<file path="src/rtl/control_unit.sv">
// control_unit -- multi-cycle LC-3 style instruction sequencer.
//
// Sequences FETCH1 -> FETCH2 (memory wait) -> FETCH3 -> DECODE -> EXEC, or
// parks in HALT on an unsupported opcode. All datapath controls are
// combinational from the current state and the IR.
//
// Optional feature macro: LC3_MEM_TIMEOUT_EN
//   defined   : a 4-bit wait counter bounds FETCH2. The 16th consecutive
//               wait cycle sends the controller to HALT with a sticky fault.
//   undefined : FETCH2 waits indefinitely and fault is tied to 0.
//
// Ports
//   clk, rst                 clock, synchronous active-high reset
//   ir[15:0]                 current instruction register contents
//   n, z, p                  datapath condition codes
//   mem_rdy                  memory read data valid this cycle
//   ld_ir/reg/pc/mar/mdr/cc  register load enables
//   gate_alu/pc/marmux/mdr   bus drivers (at most one high)
//   dr, sr1, sr2             register file addresses
//   aluk                     ALU op: 00 NOT, 01 AND, 10 ADD, 11 PASSA
//   a1m_sel, a2m_sel         address adder operand selects
//   pcmux_sel, marmux_sel    PC and MAR source selects
//   mem_en                   memory read request
//   halted, fault            HALT status and memory-timeout flag
//
// state   | meaning
// FETCH1  | MAR <- PC, PC <- PC+1
// FETCH2  | memory read, wait for mem_rdy, MDR <- mem
// FETCH3  | IR <- MDR
// DECODE  | choose EXEC or HALT from the opcode
// EXEC    | execute ADD/AND/NOT/BR/JMP/LEA
// HALT    | absorbing stop state until reset

module control_unit (
  input  logic        clk,
  input  logic        rst,
  input  logic [15:0] ir,
  input  logic        n,
  input  logic        z,
  input  logic        p,
  input  logic        mem_rdy,
  output logic        ld_ir,
  output logic        ld_reg,
  output logic        ld_pc,
  output logic        ld_mar,
  output logic        ld_mdr,
  output logic        ld_cc,
  output logic        gate_alu,
  output logic        gate_pc,
  output logic        gate_marmux,
  output logic        gate_mdr,
  output logic [2:0]  dr,
  output logic [2:0]  sr1,
  output logic [2:0]  sr2,
  output logic [1:0]  aluk,
  output logic        a1m_sel,
  output logic [1:0]  a2m_sel,
  output logic [1:0]  pcmux_sel,
  output logic        marmux_sel,
  output logic        mem_en,
  output logic        halted,
  output logic        fault
);

  localparam logic [2:0] S_FETCH1 = 3'd0;
  localparam logic [2:0] S_FETCH2 = 3'd1;
  localparam logic [2:0] S_FETCH3 = 3'd2;
  localparam logic [2:0] S_DECODE = 3'd3;
  localparam logic [2:0] S_EXEC   = 3'd4;
  localparam logic [2:0] S_HALT   = 3'd5;

  localparam logic [3:0] OP_BR  = 4'b0000;
  localparam logic [3:0] OP_ADD = 4'b0001;
  localparam logic [3:0] OP_AND = 4'b0101;
  localparam logic [3:0] OP_NOT = 4'b1001;
  localparam logic [3:0] OP_JMP = 4'b1100;
  localparam logic [3:0] OP_LEA = 4'b1110;

  logic [2:0] state_q, state_d;
  logic [3:0] opcode;
  logic       br_taken;

  // The immediate/register choice (ir[5]) is resolved by the datapath sr2mux.
  logic unused_ir;
  assign unused_ir = ^ir[5:3];

  assign opcode   = ir[15:12];
  assign br_taken = (ir[11] & n) | (ir[10] & z) | (ir[9] & p);

`ifdef LC3_MEM_TIMEOUT_EN
  logic [3:0] wait_cnt_q, wait_cnt_d;
  logic       fault_q, fault_d;
  assign fault = fault_q;
`else
  assign fault = 1'b0;
`endif

  always_comb begin
    state_d     = state_q;
`ifdef LC3_MEM_TIMEOUT_EN
    // Counter is only meaningful inside FETCH2; any other state clears it.
    wait_cnt_d  = '0;
    fault_d     = fault_q;
`endif
    ld_ir       = 1'b0;
    ld_reg      = 1'b0;
    ld_pc       = 1'b0;
    ld_mar      = 1'b0;
    ld_mdr      = 1'b0;
    ld_cc       = 1'b0;
    gate_alu    = 1'b0;
    gate_pc     = 1'b0;
    gate_marmux = 1'b0;
    gate_mdr    = 1'b0;
    dr          = 3'd0;
    sr1         = 3'd0;
    sr2         = 3'd0;
    aluk        = 2'b00;
    a1m_sel     = 1'b0;
    a2m_sel     = 2'b00;
    pcmux_sel   = 2'b00;
    marmux_sel  = 1'b0;
    mem_en      = 1'b0;
    halted      = 1'b0;

    case (state_q)
      S_FETCH1: begin
        gate_pc   = 1'b1;
        ld_mar    = 1'b1;
        pcmux_sel = 2'b10;
        ld_pc     = 1'b1;
        state_d   = S_FETCH2;
      end
      S_FETCH2: begin
        mem_en = 1'b1;
        ld_mdr = mem_rdy;
`ifdef LC3_MEM_TIMEOUT_EN
        if (mem_rdy) begin
          state_d = S_FETCH3;
        end else if (wait_cnt_q == 4'd15) begin
          state_d = S_HALT;
          fault_d = 1'b1;
        end else begin
          wait_cnt_d = wait_cnt_q + 4'd1;
        end
`else
        if (mem_rdy) state_d = S_FETCH3;
`endif
      end
      S_FETCH3: begin
        gate_mdr = 1'b1;
        ld_ir    = 1'b1;
        state_d  = S_DECODE;
      end
      S_DECODE: begin
        case (opcode)
          OP_ADD, OP_AND, OP_NOT, OP_BR, OP_JMP, OP_LEA: state_d = S_EXEC;
          default:                                       state_d = S_HALT;
        endcase
      end
      S_EXEC: begin
        state_d = S_FETCH1;
        case (opcode)
          OP_ADD, OP_AND, OP_NOT: begin
            dr       = ir[11:9];
            sr1      = ir[8:6];
            sr2      = ir[2:0];
            aluk     = (opcode == OP_ADD) ? 2'b10 :
                       (opcode == OP_AND) ? 2'b01 : 2'b00;
            gate_alu = 1'b1;
            ld_reg   = 1'b1;
            ld_cc    = 1'b1;
          end
          OP_BR: begin
            // nzp=000 never matches, so it falls through as a NOP.
            if (br_taken) begin
              a1m_sel   = 1'b0;
              a2m_sel   = 2'b10;
              pcmux_sel = 2'b01;
              ld_pc     = 1'b1;
            end
          end
          OP_JMP: begin
            sr1       = ir[8:6];
            a1m_sel   = 1'b1;
            a2m_sel   = 2'b00;
            pcmux_sel = 2'b01;
            ld_pc     = 1'b1;
          end
          OP_LEA: begin
            a1m_sel     = 1'b0;
            a2m_sel     = 2'b10;
            marmux_sel  = 1'b1;
            gate_marmux = 1'b1;
            dr          = ir[11:9];
            ld_reg      = 1'b1;
          end
          default: ;
        endcase
      end
      S_HALT: begin
        halted = 1'b1;
      end
      default: begin
        state_d = S_FETCH1;
      end
    endcase

    // Hold every control quiet while reset is asserted.
    if (rst) begin
      ld_ir       = 1'b0;
      ld_reg      = 1'b0;
      ld_pc       = 1'b0;
      ld_mar      = 1'b0;
      ld_mdr      = 1'b0;
      ld_cc       = 1'b0;
      gate_alu    = 1'b0;
      gate_pc     = 1'b0;
      gate_marmux = 1'b0;
      gate_mdr    = 1'b0;
      dr          = 3'd0;
      sr1         = 3'd0;
      sr2         = 3'd0;
      aluk        = 2'b00;
      a1m_sel     = 1'b0;
      a2m_sel     = 2'b00;
      pcmux_sel   = 2'b00;
      marmux_sel  = 1'b0;
      mem_en      = 1'b0;
      halted      = 1'b0;
    end
  end

  always_ff @(posedge clk) begin
    if (rst) begin
      state_q    <= S_FETCH1;
`ifdef LC3_MEM_TIMEOUT_EN
      wait_cnt_q <= '0;
      fault_q    <= 1'b0;
`endif
    end else begin
      state_q    <= state_d;
`ifdef LC3_MEM_TIMEOUT_EN
      wait_cnt_q <= wait_cnt_d;
      fault_q    <= fault_d;
`endif
    end
  end

endmodule

</file>
<file path="config.mk">
export PLATFORM = sky130hd
export DESIGN_NAME = control_unit
export DESIGN_NICKNAME = d
export VERILOG_FILES = /design/src/rtl/control_unit.sv
export SDC_FILE = /design/constraint.sdc
export NUM_CORES = 1
export LEC_CHECK = 0
export CORE_MARGIN = 2
export CORE_UTILIZATION = 25
export DETAILED_ROUTE_END_ITERATION = 6
export PLACE_DENSITY = 0.74
export SETUP_SLACK_MARGIN = 0.5
export SLEW_MARGIN = 15
export SYNTH_ARGS = -nofsm -noshare
export SYNTH_HDL_FRONTEND = slang
export SYNTH_SLANG_ARGS = --single-unit
</file>
<file path="constraint.sdc">
create_clock -name clk -period 1.2 [get_ports clk]
set_input_delay 0.18 -clock clk [delete_from_list [all_inputs] [get_ports clk]]
set_output_delay 0.18 -clock clk [all_outputs]
set_load 0.02 [all_outputs]
</file>
# [Yosys cells after proc, flatten, opt, wreduce, memory -nomap -nowiden]
# Cells that the tools add are included.
[word_totals] reg_bits=3 input_bits=22 out_inout_bits=30 elab_cells=76
[classes] n_eq_ne=11 n_mux=51 bitwise_logic=6 reduce_logical=7
[ops] cell="2-to-1 mux 3 bit" n=10
[ops] cell="2-to-1 mux 1 bit" n=27
[ops] cell="2-to-1 mux 2 bit" n=8
[ops] cell="one-hot mux 3 bit (5 select lines)" n=1
[ops] cell="equality test 4 bit (second input constant)" n=3
[ops] cell="one-hot mux 2 bit (2 select lines)" n=2
[ops] cell="OR reduction 4 bit" n=2
[ops] cell="equality test 3 x 2 -> 1 bit (second input constant)" n=2
[ops] cell="equality test 3 bit (second input constant)" n=2
[ops] cell="one-hot mux 1 bit (2 select lines)" n=3
[ops] cell="OR reduction 6 bit" n=1
[ops] cell="equality test 4 x 1 -> 1 bit (second input constant)" n=1
[ops] cell="equality test 4 x 3 -> 1 bit (second input constant)" n=1
[ops] cell="logical NOT 4 bit" n=1
[ops] cell="bitwise AND 1 bit" n=3
[ops] cell="equality test 3 x 1 -> 1 bit (second input constant)" n=1
[ops] cell="logical NOT 3 bit" n=1
[ops] cell="OR reduction 3 bit" n=1
[ops] cell="!= test 2 bit (second input constant)" n=1
[ops] cell="bitwise OR 1 bit" n=2
[ops] cell="AND reduction 2 bit" n=1
[ops] cell="inverter 1 bit" n=1

# [Logic depth before layout (Yosys ltp)]
# Gate-level depths: netlist (run 1).
[depth] depth_word=7 mapped_depth=5 depth_no_buf=4

# [Worst setup path before layout (run 1)]
# Ideal clock, no wire load.
[synth_timing] path_kind="register -> output" from="register state_q[0]" to="output port ld_pc" t_arrival_ps=1691 t_required_ps=1020 slack_ps=-671 path_stages_with_launch=4 n_path_buf=1 path_cell_list="dfxtp_1 buf_2 nor4_1 o21bai_1"
[synth_via] elab_chain_cells=3 word_cells_on_any_way=4 classes_between="1 x eq/ne; 2 x mux; 1 x reduce/logical"
[synth_lines] element="from (decl)" line_no="79" source="logic [2:0] state_q, state_d;"
[synth_lines] element="from (signal assigned)" line_no="242" source="state_q <= state_d;"
[synth_lines] element="equality test 3 bit / logical NOT 3 bit (equally long branches)" line_no="126" source="case (state_q)"
[synth_lines] element="one-hot mux 1 bit (2 select lines) *" line_no="126"
[synth_lines] element="2-to-1 mux 1 bit *" line_no="210" source="if (rst) begin"
[synth_lines] element="to (decl)" line_no="44" source="output logic ld_pc,"
# Every way passes the cells marked *; elsewhere a longest branch is shown, timed or not.

# [Final worst setup path (run 1)]
[layout_timing] from="register state_q[1]" to="output port sr2[1]"
[layout_via] elab_chain_cells=3
[layout_lines] element="equality test 3 bit" line_no="126"
[layout_lines] element="2-to-1 mux 3 bit" line_no="126"
[layout_lines] element="2-to-1 mux 3 bit" line_no="210"
[layout_lines] element="to (decl)" line_no="54" source="output logic [2:0] sr2,"
# No other way between the ends.

==> results of run 1 <==
repair_timing:
item / CTS / global route
gates cloned: 0 / 0
pin swaps: 24 / 16
hold endpoints to repair: 0 / 0
gates resized for setup: 202 / 20
endpoints found under the setup margin: 31 / 31
buffers inserted: 10 / 4
synthesized netlist by cell type:
library cell   n  area (sq um)
nand2_2        1         6.260
nor3_1         5         25.02
nor3_2         1         10.01
dfxtp_1        3         60.06
nor4b_1        1         8.760
nor2b_1        1         6.260
a21oi_2        1         8.760
inv_1          1         3.750
conb_1         1         3.750
a21oi_1        5         25.02
buf_4         10         75.07
and3b_1        1         8.760
and2_1        10         62.56
a222oi_1       1         10.01
o2111ai_1      1         8.760
o21bai_1       1         7.510
or2_1          1         6.260
inv_2          2         7.510
nor4b_2        1         15.01
nor4_1         1         6.260
xnor2_1        1         8.760
maj3_1         1         10.01
or3_4          1         11.26
buf_2          3         15.01
nand2_1        4         15.01
o21ai_0        1         5.000
nor3b_1        2         15.01
nand3_1        3         15.01
nor2_1         6         22.52
a21oi_4        1         16.27
layer usage:
metal	share of wire	vias up	track usage
li1	-	387	-
met1	0.34	356	0.1664
met2	0.58	32	0.3219
met3	0.083	0	0.06790
met4	0	0	0.02857
met5	0	-	0
how the worst max path moves through the flow:
stage              to  startpoint  slack (ns)
6_report       sr2[1]  state_q[1]       -0.43
5_1_grt        sr2[2]  state_q[1]       -0.51
4_1_cts        sr2[1]  state_q[0]       -0.41
3_5_place_dp   sr2[1]      ir[13]       -1.07
3_3_place_gp   sr1[0]      ir[13]       -1.01
2_1_floorplan  sr2[0]  state_q[1]       -0.20
final cells by class:
cell class / instances / share of cell area
Sequential cell: 3 / 0.04833
Timing Repair Buffer: 82 / 0.5237
Inverter: 3 / 0.007909
Multi-Input combinational cell: 54 / 0.3779
Tap cell: 27 / 0.02373
Clock buffer: 4 / 0.01845
worst reg2reg max path, delay by kind of cell, from the launching register on:
| family | cells | cell delay [ns] |
|---|---|---|
| buf+inv | 3 | 0.35 |
| flops | 1 | 0.35 |
| compound gates | 3 | 0.32 |
per-stage QoR:
step	instance area (sq um)	instances
CTS	1336	169
detailed placement	1190	155
floorplan	646.9	73
global route	1424	173
finish	1424	173
global placement	1190	155
kinds of logic (layout without fill, tap and decap cells):
group                    after synthesis  after routing  synth area share
AND/OR/NAND/NOR                       39             39            0.4687
buffers and inverters                 16             89            0.2030
AO/OA/AOI/OAI                         11             11            0.1629
flip-flops                             3              3            0.1203
adder cells (fa/ha/maj)                1              1           0.02005
other                                  1              2          0.007512
XOR/XNOR                               1              1           0.01755
report_power, final:
group          leakage (uW)  internal [uW]  total (uW)  switching (uW)
clock             0.0000150            125         177            52.4
combinational      0.000597            263         470             207
sequential        0.0000264            112         130            17.4
total              0.000638            500         777             277
==> run metrics, run 1 <==
Num Clock Sinks=3; RR Startpoint=state_q[1]; largest net degree at the start of global routing=8; most frequent cells in the layout=buf_6, buf_4, and2_4; slowest stage delay, CP=0.35 ns; Hold WS=about 0.49 ns; first-pass GRT wire length=between 3000 and 4000 um; Syn Inst Count=72; Final Core Density=0.7409; status=finished with violations; clk buf depth=2; Boundary Pins=52; Seq/Total Area, Yosys=0.1203; commonest non-fill, non-tap cell in the layout=buf_6; routed vias/inst=between 4 and 5; failing checks=negative setup slack; worst min path class=in -> reg; Max Cap Viol=0; row count=16; CP top delay family=simple AND/OR/NAND/NOR gates; vias in the first global route=about 770; post-route ant nets=0; Num CTS Buffers=3; min-delay src=rst; startpoint types=flip-flop; routed wire length=approximately 2200 um; DR WL/cell=around 12 um; CP Class=reg -> out; H-tree depth=1; fin crit share=1.359; min Tclk post-route=~1.6 ns; CP max stage cell=dfxtp_4; Post-CTS Hold Buffers=0; DIE WIDTH=just under 50 um; Achievable Freq=613.4 MHz; die area=approximately 2400 sq um; Yosys cell types=30; total power=776.6 uW; Setup violations, final=28; final slew viol count=0; Peak VDD IR=between 900 and 1000 uV; multi-input logic area=between 500 and 600 sq um; Power Density=about 550 nW/um^2; Initial DRC Count=1; worst-case reg-to-reg path depth=6; RSZ-0062 raised after global routing=true; DP HPWL=approximately 1500 um; GPL Wtd Cong=0.7662; gr ovfl total=0; root buf cell=clkbuf_4; FF/Latch Area=between 60 and 70 sq um; area grow syn2layout=185.2%; Tot GR Track Use=0.1666; Initial Utilization=0.2598; max reg flops=3; WP depth=5; Crit Path Max Fanout=5; R2R Path End=state_q[0]; Nets=around 170; hold endpoint=state_q[2]; Final WS setup=-0.4304 ns; reg-to-reg slack, setup=approximately 0.08 ns; Filler Cell Count=~140; Avg Inst Size Synth=between 6 and 7 sq um; Hold Crit Depth=3; Final Hold Fails=0; drt pass-1 iters=4; initial antenna violation count=0; Clock Skews=between 0.005 and 0.006 ns; CTS tree=done; CP Buf/Inv Count=1; Core Area=roughly 1900 sq um; Syn Std Cell Area=about 500 sq um; Die Span Y=about 49 um; Diodes inserted=0; Port Buf Inserts=46; vias after detailed routing=about 780; ratio of cells with drive above 1 in the final layout=0.7945; leakage dissipation=between 0.0006 and 0.0007 uW; Critical Path RT=1.02 ns; post-place setup slack=-1.074 ns; crit end category=output pin; Fin Setup TNS=-8.281 ns; DRC=0; top flop regs=state_q x3; #FFs+latches synth=3; Worst-Skew Late Latency=between 0.2 and 0.25 ns; cells along the critical path=nor3_4, nand3_4, a21oi_4, and2_4, buf_6; Reg with most FFs=state_q; clk slew on worst S/H paths=around 0.040 ns; crit path DAT=between 1 and 1.5 ns; yosys warns=0
Power figures use the tool's default switching activity.
==> inputs of run 2 (changes only) <==
CORE_AREA = 2 2 39 41   (was not set)
CORE_MARGIN = not set   (was 2)
CORE_UTILIZATION = not set   (was 25)
DIE_AREA = 0 0 41 43   (was not set)
DONT_BUFFER_PORTS = 1   (was not set)
PLACE_DENSITY = not set   (was 0.74)
RECOVER_POWER = 25   (was not set)
==> run metrics, run 2 (same netlist as run 1, synthesis figures left out) <==
status=finished with violations; failing checks=negative setup slack; row count=14; clk buf depth=2; FF/Latch Area=~66 sq um; Max Cap Viol=0; top flop regs=state_q x3; Achievable Freq=roughly 670 MHz; ratio of cells with drive above 1 in the final layout=0.7108; commonest non-fill, non-tap cell in the layout=and2_4; Placement Cell Area=approximately 680 sq um; root buf cell=clkbuf_4; most frequent cells in the layout=and2_4, buf_6, buf_4; Diodes inserted=0; crit path DAT=about 1.3 ns; DP HPWL=about 990 um; fin crit share=1.239; routed vias/inst=about 5.4; Port Buf Inserts=0; routed wire length=1320 um; Initial Utilization=0.3608; Tot GR Track Use=0.1645; Setup violations, final=28; largest net degree at the start of global routing=10; Final Core Density=0.5995; multi-input logic area=between 500 and 600 sq um; Power Density=~660 nW/um^2; RSZ-0062 raised after global routing=true; die area=roughly 1800 sq um; Num CTS Buffers=3; worst min path class=in -> reg; min Tclk post-route=around 1.5 ns; startpoint types=flip-flop; gr ovfl total=0; Boundary Pins=52; initial antenna violation count=0; Clock Skews=about 0.0015 ns; CP Class=reg -> out; clk slew on worst S/H paths=approximately 0.030 ns; Post-CTS Hold Buffers=0; Die Span Y=43 um; Final WS setup=-0.2866 ns; Fin Setup TNS=-6.548 ns; H-tree depth=1; Filler Cell Count=125; Critical Path RT=approximately 1.0 ns; vias in the first global route=about 490; area grow syn2layout=66.17%; Final Cell Area=829.5 sq um; Initial DRC Count=5; Crit Path Max Fanout=4; crit end category=output pin; Core Area=1384 sq um; Final Hold Fails=0; final slew viol count=0; drt pass-1 iters=4; GPL Wtd Cong=0.7091; first-pass GRT wire length=~1900 um; post-route ant nets=0; DIE WIDTH=approximately 41 um; Worst-Skew Late Latency=0.24 ns; leakage dissipation=approximately 0.00032 uW; vias after detailed routing=536; Reg with most FFs=state_q; CTS tree=done; max reg flops=3; Num Clock Sinks=3; DRC=0; DR WL/cell=13.33 um; Nets=106; Peak VDD IR=492.3 uV
## run 2: cell types whose count changed in the layout (fill, tap and decap cells not counted), moves of 3 or more
cell | before | now
clkdlybuf4s50_1 | 7 | 0
a21oi_2 | 3 | 0
buf_4 | 29 | 8
buf_2 | 5 | 0
dlygate4sd2_1 | 3 | 0
buf_6 | 33 | 8
a21oi_1 | 1 | 4
## run 2: worst paths after layout
check | to | slack (ns) | startpoint | cells past startpoint
worst max register to register | state_q[1] | 0.02 | state_q[2] | 4
worst min register to register | state_q[2] | 0.66 | state_q[0] | 2
worst max-delay path | sr2[2] | -0.29 | state_q[1] | 4
worst min-delay path | state_q[2] | 0.01 | rst | 1
## run 2: report_power, final
| part | switching (uW) | internal, uW |
|---|---|---|
| Sequential | 12.6 | 113 |
| Combinational | 131 | 110 |
| Clock | 54.8 | 125 |
## run 2: timing repair
action,4_1_cts,5_1_grt
endpoints found under the setup margin,31,31
buffers inserted,1,2
resized for setup,15,9
pin swaps,5,12
## run 2: cell type report
cell class | instances | area share
Tap cell | 16 | 0.02413
Sequential cell | 3 | 0.07994
Inverter | 3 | 0.01357
Timing Repair Buffer | 19 | 0.2353
Multi-Input combinational cell | 54 | 0.6154
Clock buffer | 4 | 0.03167
## run 2: per-stage QoR
step           power [uW]  setup slack (ns)  hold slack, ns  instances
6_report            545.7           -0.2866        0.009539         99
5_1_grt             577.7           -0.3794        0.005200         99
4_1_cts             534.2           -0.2908         0.01142         97
3_5_place_dp        322.2          -0.07133          0.2553         92
3_3_place_gp        318.9          -0.04308          0.2511         92
2_1_floorplan       331.3           -0.2014          0.2486         73
## run 2: metal layers
layer | global-route usage | wire, um | share of wire | up-vias
met1 | 0.1571 | 469 | 0.36 | 237
met4 | 0.1467 | 41 | 0.031 | 0
met3 | 0.03665 | 127 | 0.096 | 4
li1 | - | - | - | 257
met2 | 0.2688 | 681 | 0.52 | 38
met5 | 0 | 0 | 0 | -
## run 2: worst max-delay path, stage by stage, from the launching register on
cell	delay [ns]
dfxtp_2	0.33
nor3_4	0.20
nand3_2	0.16
a21oi_4	0.18
and2_4	0.20
